$ cat config.mk
export PLATFORM = sky130hd
export DESIGN_NAME = seg_scan_ctrl
export DESIGN_NICKNAME = d
export VERILOG_FILES = /design/src/rtl/seg_scan_ctrl.sv
export SDC_FILE = /design/constraint.sdc
export NUM_CORES = 1
export LEC_CHECK = 0
export CAP_MARGIN = 5
export CORE_UTILIZATION = 50
export DETAILED_ROUTE_END_ITERATION = 16
export PLACE_DENSITY = 0.72
export RECOVER_POWER = 25
export SLEW_MARGIN = 5
export SYNTH_ARGS = -nofsm -noshare
export SYNTH_HDL_FRONTEND = slang
export SYNTH_SLANG_ARGS = --single-unit
export TNS_END_PERCENT = 100
$ cat constraint.sdc
create_clock -name clk -period 2.6 [get_ports clk]
set_input_delay 0.78 -clock clk [delete_from_list [all_inputs] [get_ports clk]]
set_output_delay 0.78 -clock clk [all_outputs]
set_load 0.01 [all_outputs]
$ cat src/rtl/seg_scan_ctrl.sv
// Four-digit multiplexed 7-segment scan controller with a guard (all-off) gap
// after each digit, leading-zero blanking and frame-synchronised data update.
module seg_scan_ctrl #(
    parameter int PRESCALE = 50000,
    parameter int GUARD    = 1000
) (
    input  logic        clk,
    input  logic        rst_n,
    input  logic        load,
    input  logic [15:0] dado,
    input  logic        blank_lz,
    output logic [3:0]  bcd_out,
    output logic [3:0]  an,
    output logic        pending,
    output logic        frame_tick
);

    typedef enum logic {
        S_SHOW  = 1'b0,
        S_GUARD = 1'b1
    } state_t;

    localparam bit          NO_GUARD = (GUARD == 0);
    localparam logic [19:0] P_LAST   = 20'(PRESCALE - 1);
    localparam logic [19:0] G_LAST   = NO_GUARD ? 20'd0 : 20'(GUARD - 1);

    state_t      r_state;
    logic [1:0]  r_idx;
    logic [19:0] r_cnt;
    logic [15:0] r_active;
    logic [15:0] r_shadow;
    logic        r_pending;

    logic        w_show_end;
    logic        w_guard_end;
    logic        w_boundary;
    logic        w_upper_zero;
    logic        w_blank;

    assign w_show_end  = (r_state == S_SHOW)  && (r_cnt == P_LAST);
    assign w_guard_end = (r_state == S_GUARD) && (r_cnt == G_LAST);
    // Frame ends on the last cycle spent on digit 3, whichever phase that is.
    assign w_boundary  = (r_idx == 2'd3) && (NO_GUARD ? w_show_end : w_guard_end);

    always_ff @(posedge clk or negedge rst_n) begin
        if (!rst_n) begin
            r_state <= S_SHOW;
            r_idx   <= 2'd0;
            r_cnt   <= 20'd0;
        end else begin
            case (r_state)
                S_SHOW: begin
                    if (w_show_end) begin
                        r_cnt <= 20'd0;
                        if (NO_GUARD) begin
                            r_idx <= r_idx + 2'd1;
                        end else begin
                            r_state <= S_GUARD;
                        end
                    end else begin
                        r_cnt <= r_cnt + 20'd1;
                    end
                end
                S_GUARD: begin
                    if (w_guard_end) begin
                        r_state <= S_SHOW;
                        r_idx   <= r_idx + 2'd1;
                        r_cnt   <= 20'd0;
                    end else begin
                        r_cnt <= r_cnt + 20'd1;
                    end
                end
                default: begin
                    r_state <= S_SHOW;
                    r_idx   <= 2'd0;
                    r_cnt   <= 20'd0;
                end
            endcase
        end
    end

    // Display data only moves at the boundary so one frame never mixes values;
    // a load on the boundary itself bypasses the shadow.
    always_ff @(posedge clk or negedge rst_n) begin
        if (!rst_n) begin
            r_active  <= 16'h0000;
            r_shadow  <= 16'h0000;
            r_pending <= 1'b0;
        end else if (w_boundary) begin
            if (load) begin
                r_active  <= dado;
                r_shadow  <= dado;
                r_pending <= 1'b0;
            end else if (r_pending) begin
                r_active  <= r_shadow;
                r_pending <= 1'b0;
            end
        end else if (load) begin
            r_shadow  <= dado;
            r_pending <= 1'b1;
        end
    end

    always_comb begin
        w_upper_zero = 1'b0;
        case (r_idx)
            2'd1:    w_upper_zero = (r_active[15:4]  == 12'h000);
            2'd2:    w_upper_zero = (r_active[15:8]  == 8'h00);
            2'd3:    w_upper_zero = (r_active[15:12] == 4'h0);
            default: w_upper_zero = 1'b0;
        endcase
    end

    assign w_blank    = blank_lz && w_upper_zero;
    assign bcd_out    = r_active[{r_idx, 2'b00} +: 4];
    assign an         = ((r_state == S_GUARD) || w_blank) ? 4'b1111 : ~(4'b0001 << r_idx);
    assign pending    = r_pending;
    assign frame_tick = w_boundary;

endmodule

* Word level (Yosys, flattened, before mapping)
Index checks and enable logic that the tools add are counted.
** Word-level totals
- Register bits after elaboration :: 56
- Input bits :: 20
- Word-level logic and storage cells :: 41
** Cells by class
- $add $sub $neg :: 2
- Equal/unequal tests :: 5
- Shift-type cells :: 2
- Muxes and demuxes :: 12
- Bitwise operators :: 2
- Reductions and logical operators :: 12
** Operator list (number)
- 2-to-1 mux 20 bit :: 2
- case mux 20 bit (2 select lines) :: 1
- 2-to-1 mux 16 bit :: 2
- adder 20 x 1 -> 20 bit, second input constant :: 1
- equality test 20 x 10 -> 1 bit, second input constant :: 1
- equality test 20 x 16 -> 1 bit, second input constant :: 1
- indexed part select 16 x 5 -> 4 bit :: 1
- logical NOT 12 bit :: 1
- logical NOT 8 bit :: 1
- equality test 2 bit, second input constant :: 2
- logical AND 1 bit :: 4
- logical NOT 4 bit :: 1
- 2-to-1 mux 1 bit :: 4
- 2-to-1 mux 4 bit :: 1
- inverter 4 bit :: 1
- AND reduction 2 bit :: 2
- nonzero test 2 bit :: 2
- << shifter 1 x 2 -> 4 bit, first input constant :: 1
- case mux 1 bit (3 select lines) :: 1
- adder 2 x 1 -> 2 bit, second input constant :: 1
- equality test 2 x 1 -> 1 bit, second input constant :: 1
- case mux 1 bit (2 select lines) :: 1
- logical OR 1 bit :: 1
- inverter 1 bit :: 1

* Depth between registers and ports, before layout
Gate-level depths: netlist (run 1).
- Depth in word-level cells :: 5
- Gate-level depth with buffers :: 7
- Mapped depth without buffers :: 6

* Worst setup path before layout (run 1)
No wires, ideal clock.
- Kind :: register to output
- Start point :: register r_idx[0]
- End point :: output an[0]
- Arrival time :: 1.662 ns
- Data required time :: 1.820 ns
- Slack :: 0.158 ns
- Cell stages (with the launch flop) :: 7
- Buffers on the path :: 1
- Path through :: dfrtp_1 clkbuf_1 inv_1 ha_1 a21oi_1 o31ai_1 or3b_2
** On the way
- Longest elaborated chain between the ends :: 5
- Elaborated cells between the ends (all ways) :: 9
** Ends and longest elaborated chain
- from (decl) :: line 28 : logic [1:0] r_idx;
- from (signal assigned) :: line 56 : r_idx <= r_idx + 2'd1;
- from (signal assigned) :: line 67 : r_idx <= r_idx + 2'd1;
- equality test 2 bit / equality test 2 x 1 -> 1 bit (equally long branches) :: line 106 : case (r_idx)
- case mux 1 bit (3 select lines) :: line 106
- logical AND 1 bit :: line 114 : assign w_blank = blank_lz && w_upper_zero;
- logical OR 1 bit :: line 116 : assign an = ((r_state == S_GUARD) || w_blank) ? 4'b1111 : ~(4'b0001 << r_idx);
- 2-to-1 mux 4 bit * :: line 116
- to (decl) :: line 13 : output logic [3:0] an,
Every way passes the cells marked *; elsewhere a longest branch is shown, timed or not.

* Worst setup path in the final report (run 1)
- Start point :: input blank_lz
- End point :: output an[1]
** On the way
- Longest elaborated chain between the ends :: 3
** Ends and longest elaborated chain
- from (decl) :: line 11 : input logic blank_lz,
- logical AND 1 bit :: line 114
- logical OR 1 bit :: line 116
- 2-to-1 mux 4 bit :: line 116
Every way passes these cells.

==> flow_summary.rst, run 1 <==
.. list-table::
   :header-rows: 1

   * - Metric
     - Value
   * - Final core utilization
     - 67.2%
   * - 1st-pass router iterations
     - 4
   * - Antenna-violating nets left
     - 0
   * - Post-Place Cells
     - 339
   * - Achievable clock frequency
     - 382 MHz
   * - Yosys top cell area share
     - 51.4%
   * - I/O pin count
     - 30
   * - Worst Path Buf+Inv
     - 2
   * - Number of warning messages in the yosys log
     - 0
   * - Maximum clock skew at final layout
     - 0.00471 ns
   * - Wire length per cell
     - 15.8 um
   * - Layout net count
     - 301
   * - Fraction of final layout cells with drive strength greater than 1
     - 42.8%
   * - Wire length of the first global-routing pass
     - 8680 um
   * - Detailed placer's ending HPWL
     - 3910 um
   * - Multi-input combinational cell area
     - 0.00134 mm^2
   * - Most used flip-flop cell after synthesis
     - dfrtp_1
   * - Register bit total from synthesis
     - 56
   * - Worst-Margin Slew
     - 1.38 ns
   * - Number of fill cells
     - 378
   * - Routability congestion estimate
     - 0.834
   * - Synth cell types
     - 40
   * - Pwr dens
     - 439 mW/mm^2
   * - Post-layout worst setup margin
     - -0.0158 ns
   * - Total wire length after detailed routing
     - 5470 um
   * - Number of H-tree branching levels
     - 2
   * - Hold-critical path depth
     - 1
   * - Number of antenna violations at the first check in global routing
     - 0
   * - Area grow syn2layout
     - 27.3%
   * - Critical path endpoint category
     - primary output
   * - Post-Place Worst Slack
     - -0.784 ns
   * - Latest clock arrival within the worst-skew pair
     - 0.31 ns
   * - Number of maximum-capacitance violations
     - 0
   * - Commonest cells post-synth
     - dfrtp_1 (56), mux2_2 (23), nor2_1 (17)
   * - Number of nets produced by synthesis
     - 236
   * - TritonCTS clock tree
     - done
   * - Final Max Slew Viols
     - 0
   * - Setup repair after global routing missed its margin
     - yes
   * - Top cell type by total area after synthesis
     - dfrtp_1
   * - Startpoint Class
     - input port
   * - Data arrival time of the critical path
     - 1.84 ns
   * - Worst-path cell with the longest stage delay
     - or3b_4
   * - Maximum number of pins on one net before global-route repair
     - 57
   * - Area of all sequential standard cells
     - 0.00140 mm^2
   * - Area of the mapped netlist
     - 0.00273 mm^2
   * - Aggregate negative setup slack
     - -0.0254 ns
   * - Number of hold-slack violations in the final timing report
     - 0
   * - Initial core utilization
     - 52.8%
   * - Clk Tree Root Cell
     - clkbuf_8
   * - Die footprint
     - 0.00576 mm^2
   * - Clock transition at path regs
     - 0.10 ns
   * - Die span in y
     - 75.9 um
   * - Reg-to-reg setup timing slack
     - 0.43 ns
   * - Rel. slew slack
     - 8.07%
   * - Clk sinks
     - 56
   * - Post CTS Setup Buffer Count
     - 0
   * - Required time of the worst setup path
     - 1.82 ns
   * - Async set-or-reset flop fraction in the synthesized netlist
     - 100%
   * - Chip Width
     - 75.9 um
   * - Global route total overflow
     - 0
   * - Number of buffer cells added on primary ports
     - 29
   * - Type of the setup path with the least slack
     - input port to primary output
   * - Area of the core
     - 0.00517 mm^2
   * - Reg2reg path depth
     - 5
   * - Number of standard cells after synthesis
     - 210
   * - Floorplan row count
     - 26
   * - Design Power
     - 1530 uW
   * - Share of synthesized area occupied by flip-flops and latches
     - 51.4%
   * - All-layer global routing usage
     - 20.5%
   * - Number of buffers between clock root and the deepest sink
     - 2
   * - Synthesized area divided by synthesized cell count
     - 13.0 um^2
   * - Fraction of the cycle the final worst path needs
     - 101%
   * - TritonCTS Buffers
     - 5
   * - Final cell count without fillers
     - 346
   * - Stages on worst setup path
     - 6
   * - Number of enable flip-flop cells after synthesis
     - 0
   * - Setup violation total in the final timing report
     - 3
   * - DRC violation total after the first TritonRoute iteration
     - 65
   * - Post-route DRC
     - 0
   * - Outcome
     - finished with violations
   * - Most repeated cell in the gate-level netlist after synthesis
     - dfrtp_1
   * - CP max stage delay
     - 0.39 ns
   * - Leakage power of the design
     - 0.00158 uW
   * - Cell family with most CP delay
     - simple AND/OR/NAND/NOR gates
   * - Classification of the worst-slack hold path
     - flip-flop to flip-flop
   * - Maximum fanout along the worst path
     - 3
   * - Violations in the final reports
     - negative setup slack
   * - Total via count after detailed routing
     - 1846
   * - Post-route minimum period
     - 2.62 ns
   * - Post-detailed-route via-to-cell ratio
     - 5.34
   * - Cells along the critical path
     - dlygate4sd2_1, nor2b_4, nand3_2, o31ai_4, or3b_4, buf_6
   * - Antenna fix cells
     - 0
   * - Top post-synthesis cells by area
     - dfrtp_1 (51%), mux2_2 (9.5%), mux2_4 (5.5%)
   * - Number of global-route vias before repair
     - 1776
   * - Peak VDD IR
     - 0.298 mV
-- cell usage in the layout, fill, tap and decap left out, types with 2 or more instances in the layout --
master           synthesis  layout
and4_1                   2       2
and2_1                   3       3
mux2_4                  10      10
dfrtp_1                 56      56
ha_2                     0       3
xor2_1                  10      10
nand4_1                 10      10
o21ai_0                  2       2
clkbuf_2                 1       5
mux4_2                   4       4
clkdlybuf4s50_1          0      18
nor4_4                   2       3
nand2_1                  9       8
or3b_4                   0       3
or4_4                    1       3
dlygate4sd2_1            0       2
nor4_1                   5       3
buf_6                    1       3
buf_4                    0      37
inv_2                    0       2
ha_1                     6       2
mux2_2                  23      23
clkbuf_8                 2       5
nand3_1                  7       6
nand3_2                  1       2
and3_1                   2       2
xnor2_1                  9       9
buf_2                    1       2
inv_1                    4       2
nor2_1                  17      17
-- registers in the layout, indices dropped and copies added, names as in the netlist --
name	flops
r_idx	2
r_state	1
r_shadow	16
r_cnt	20
pending	1
r_active	16
-- metal layers --
metal	wire (um)	GRT usage, %	vias to the layer above
li1	-	-	869
met1	2670	29.7	935
met2	2570	31.6	38
met3	179	3.97	4
met4	59	5.56	0
met5	0	0	-
-- worst paths after layout --
| check | to | startpoint |
|---|---|---|
| max | an[1] | blank_lz |
| min | r_shadow[1]$_DFFE_PN0P_ | r_shadow[1]$_DFFE_PN0P_ |
| max reg2reg | r_active[11]$_DFFE_PN0P_ | r_cnt[10]$_DFF_PN0_ |
| min reg2reg | r_shadow[1]$_DFFE_PN0P_ | r_shadow[1]$_DFFE_PN0P_ |
| max in group asynchronous | r_cnt[11]$_DFF_PN0_ | rst_n |
| min in group asynchronous | r_cnt[18]$_DFF_PN0_ | rst_n |
-- report_power, final --
part / switching, uW / internal [uW] / total, uW
logic: 52.9 / 78.9 / 132
clock network: 284 / 192 / 476
registers: 13.0 / 904 / 917
total: 350 / 1180 / 1530
-- logic make-up (layout without fill, tap and decap cells) --
family | count (synthesis) | count (layout) | synth area share, %
AOI/OAI and AO/OA | 5 | 5 | 1.01
xor gates and xnor gates | 19 | 19 | 6.10
adders and majority gates | 6 | 6 | 2.75
buffers and inverters | 13 | 79 | 3.48
DFF | 56 | 56 | 51.4
muxes | 37 | 37 | 18.3
and+or+nand+nor | 74 | 74 | 17.0
-- metrics by stage --
step	area, um^2	hold slack [ns]
after global routing	3470	0.521
after floorplan	2730	0.469
after global placement	3330	0.477
after detailed placement	3330	0.486
final	3470	0.504
after CTS	3450	0.464
-- area by class of cell --
cell class	instances	share of cell area, %
Timing Repair Buffer	67	15.7
Inverter	4	0.432
Clock inverter	2	0.468
Multi-Input combinational cell	141	38.5
Sequential cell	56	40.3
Tap cell	70	2.52
Clock buffer	6	2.09
-- what timing repair did --
item | in CTS | in global routing
gates resized for setup | 39 | 19
pin swaps | 4 | 3
gates cloned | 0 | 0
setup endpoints to repair | 9 | 7
hold buffers | 0 | 0
(Power assumes the default switching activity.)
==> inputs of run 2 (changes only) <==
CTS_CLUSTER_SIZE = 25   (was default)
==> results of run 2 <==
Same layout as run 1: the final DEF is identical, and so are final timing and power.
==> inputs of run 3 (changes only) <==
CORE_UTILIZATION = 46   (was 50)
PLACE_DENSITY = 0.67   (was 0.72)
==> flow_summary.rst, run 3 (synthesis gave the netlist of run 1 again) <==
.. list-table::
   :header-rows: 1

   * - Metric
     - Value
   * - Largest registers in the final layout
     - r_cnt: 20 flops, r_active: 16 flops, r_shadow: 16 flops
   * - Total via count after detailed routing
     - 1849
   * - Antenna fix cells
     - 0
   * - Final core utilization
     - 62.4%
   * - Post-CTS Hold Fix Bufs
     - 0
   * - Floorplan row count
     - 27
   * - Min-Delay Endpoint
     - r_shadow[1]$_DFFE_PN0P_
   * - Global route total overflow
     - 0
   * - Most flops, register
     - r_cnt
   * - Reg2reg path depth
     - 5
   * - Number of fill cells
     - 475
   * - Critical path endpoint category
     - primary output
   * - Latest clock arrival within the worst-skew pair
     - 0.32 ns
   * - Initial core utilization
     - 48.7%
   * - 1st-pass router iterations
     - 6
   * - Post-route DRC
     - 0
   * - Most frequent standard cell in the layout excluding fill and tap cells
     - dfrtp_1
   * - Layout net count
     - 305
   * - Clock transition at path regs
     - 0.11 ns
   * - Area of the core
     - 0.00561 mm^2
   * - Routability congestion estimate
     - 0.797
   * - Violations in the final reports
     - negative setup slack
   * - Internal power summed over all cells
     - 1180 uW
   * - TritonCTS clock tree
     - done
   * - Clk sinks
     - 56
   * - Detailed placer's ending HPWL
     - 3970 um
   * - Pwr dens
     - 440 mW/mm^2
   * - Worst-Margin Slew
     - 1.24 ns
   * - Clock network power share
     - 31.7%
   * - Required time of the worst setup path
     - 1.82 ns
   * - Area grow syn2layout
     - 28.2%
   * - Number of buffer cells added on primary ports
     - 29
   * - All-layer global routing usage
     - 19.3%
   * - Min-Delay Startpoint
     - r_shadow[1]$_DFFE_PN0P_
   * - Die span in y
     - 79.0 um
   * - Number of hold-slack violations in the final timing report
     - 0
   * - Sequential share of power
     - 59.5%
   * - Number of maximum-capacitance violations
     - 0
   * - Classification of the worst-slack hold path
     - flip-flop to flip-flop
   * - Number of global-route vias before repair
     - 1797
   * - Achievable clock frequency
     - 384 MHz
   * - DRC violation total after the first TritonRoute iteration
     - 65
   * - Total wire length after detailed routing
     - 5430 um
   * - Maximum fanout along the worst path
     - 3
   * - Type of the setup path with the least slack
     - flip-flop to primary output
   * - Wire length of the first global-routing pass
     - 8990 um
   * - Clk Tree Root Cell
     - clkbuf_8
   * - Worst reg2reg path startpoint
     - r_cnt[17]$_DFF_PN0_
   * - Power dissipated by switching net loads
     - 361 uW
   * - Final hold slack
     - 0.506 ns
   * - Rel. slew slack
     - 17.6%
   * - Data arrival time of the critical path
     - 1.83 ns
   * - Post-detailed-route via-to-cell ratio
     - 5.25
   * - Most used cells in the layout excluding fill and tap cells
     - dfrtp_1 (56), buf_4 (40), mux2_2 (23)
   * - Maximum clock skew at final layout
     - 0.0119 ns
   * - Share of power burned in combinational logic
     - 8.8%
   * - Max reg flops
     - 20
   * - Post-layout worst setup margin
     - -0.00550 ns
   * - Peak VDD IR
     - 0.318 mV
   * - I/O pin count
     - 30
   * - Setup violation total in the final timing report
     - 3
   * - Fraction of the cycle the final worst path needs
     - 100%
   * - Number of H-tree branching levels
     - 2
   * - Switching power as a share of total power
     - 23.4%
   * - Outcome
     - finished with violations
   * - Maximum number of pins on one net before global-route repair
     - 25
   * - Setup repair after global routing missed its margin
     - yes
   * - Reg-to-reg setup timing slack
     - 0.43 ns
   * - Post-route minimum period
     - 2.61 ns
   * - Final cell count without fillers
     - 352
   * - Final Max Slew Viols
     - 0
   * - Number of antenna violations at the first check in global routing
     - 0
   * - Number of buffers between clock root and the deepest sink
     - 2
   * - Antenna-violating nets left
     - 0
   * - Post-Place Worst Slack
     - -0.731 ns
   * - Chip Width
     - 79.0 um
   * - Leakage power of the design
     - 0.00161 uW
   * - Reg2Reg Capture Point
     - r_active[12]$_DFFE_PN0P_
   * - Fraction of final layout cells with drive strength greater than 1
     - 39.6%
   * - Die footprint
     - 0.00624 mm^2
   * - Post-Place Cells
     - 341
   * - Wire length per cell
     - 15.4 um
   * - Startpoint Class
     - flip-flop
   * - Hold-critical path depth
     - 1
   * - TritonCTS Buffers
     - 5
-- run 3: how the worst max path moves through the flow --
stage | depth (start not counted) | slack, ns | start | endpoint
finish | 4 | -0.006 | r_active[10]$_DFFE_PN0P_ | an[2]
global route | 4 | -0.07 | r_active[10]$_DFFE_PN0P_ | an[1]
CTS | 4 | -0.03 | r_active[10]$_DFFE_PN0P_ | an[2]
detailed placement | 6 | -0.73 | blank_lz | an[2]
global placement | 6 | -0.64 | blank_lz | an[2]
floorplan | 6 | 0.16 | r_idx[0]$_DFFE_PN0P_ | an[0]
-- run 3: stage by stage --
stage / cell area [um^2] / TNS [ns] / power, uW
3_3_place_gp: 3320 / -2.43 / 1060
2_1_floorplan: 2730 / 0 / 986
6_report: 3500 / -0.00655 / 1540
3_5_place_dp: 3320 / -2.76 / 1070
5_1_grt: 3500 / -0.261 / 1600
4_1_cts: 3490 / -0.108 / 1560
-- run 3: power groups by stage --
stage	combinational, uW	sequential [uW]	clock, uW
floorplan	56.7	930	0
global placement	132	931	0
detailed placement	134	932	0
CTS	137	917	504
global route	148	920	529
finish	135	917	489
-- run 3: area by class of cell --
cell class / instances / area, um^2 / share of cell area (%)
flip-flops and latches: 56 / 1400 / 40.0
inverters: 4 / 15.0 / 0.429
repair buffers: 71 / 583 / 16.7
well taps: 72 / 90.1 / 2.57
clock buffers: 5 / 68.8 / 1.97
clock inverters: 3 / 22.5 / 0.644
multi-input cells: 141 / 1320 / 37.7
-- run 3: what timing repair did --
action                                  CTS  global route
gates cloned                              0             0
endpoints found under the setup margin    9             5
pin swaps                                 7             4
setup buffers                             1             2
resized for setup                        43             2
-- run 3: layer usage --
| metal | share of wire [%] | global-route usage (%) | vias up |
|---|---|---|---|
| met2 | 46 | 28.3 | 34 |
| met1 | 49 | 28.1 | 917 |
| met4 | 1.5 | 7.82 | 0 |
| li1 | - | - | 891 |
| met3 | 3.6 | 3.79 | 7 |
| met5 | 0 | 0 | - |
-- run 3: critical path, cell delays in order (launching register included) --
cell and delay [ns]:
dfrtp_1 0.39, or4_4 0.56, o31ai_4 0.30, or3b_4 0.17
buf_6 0.09
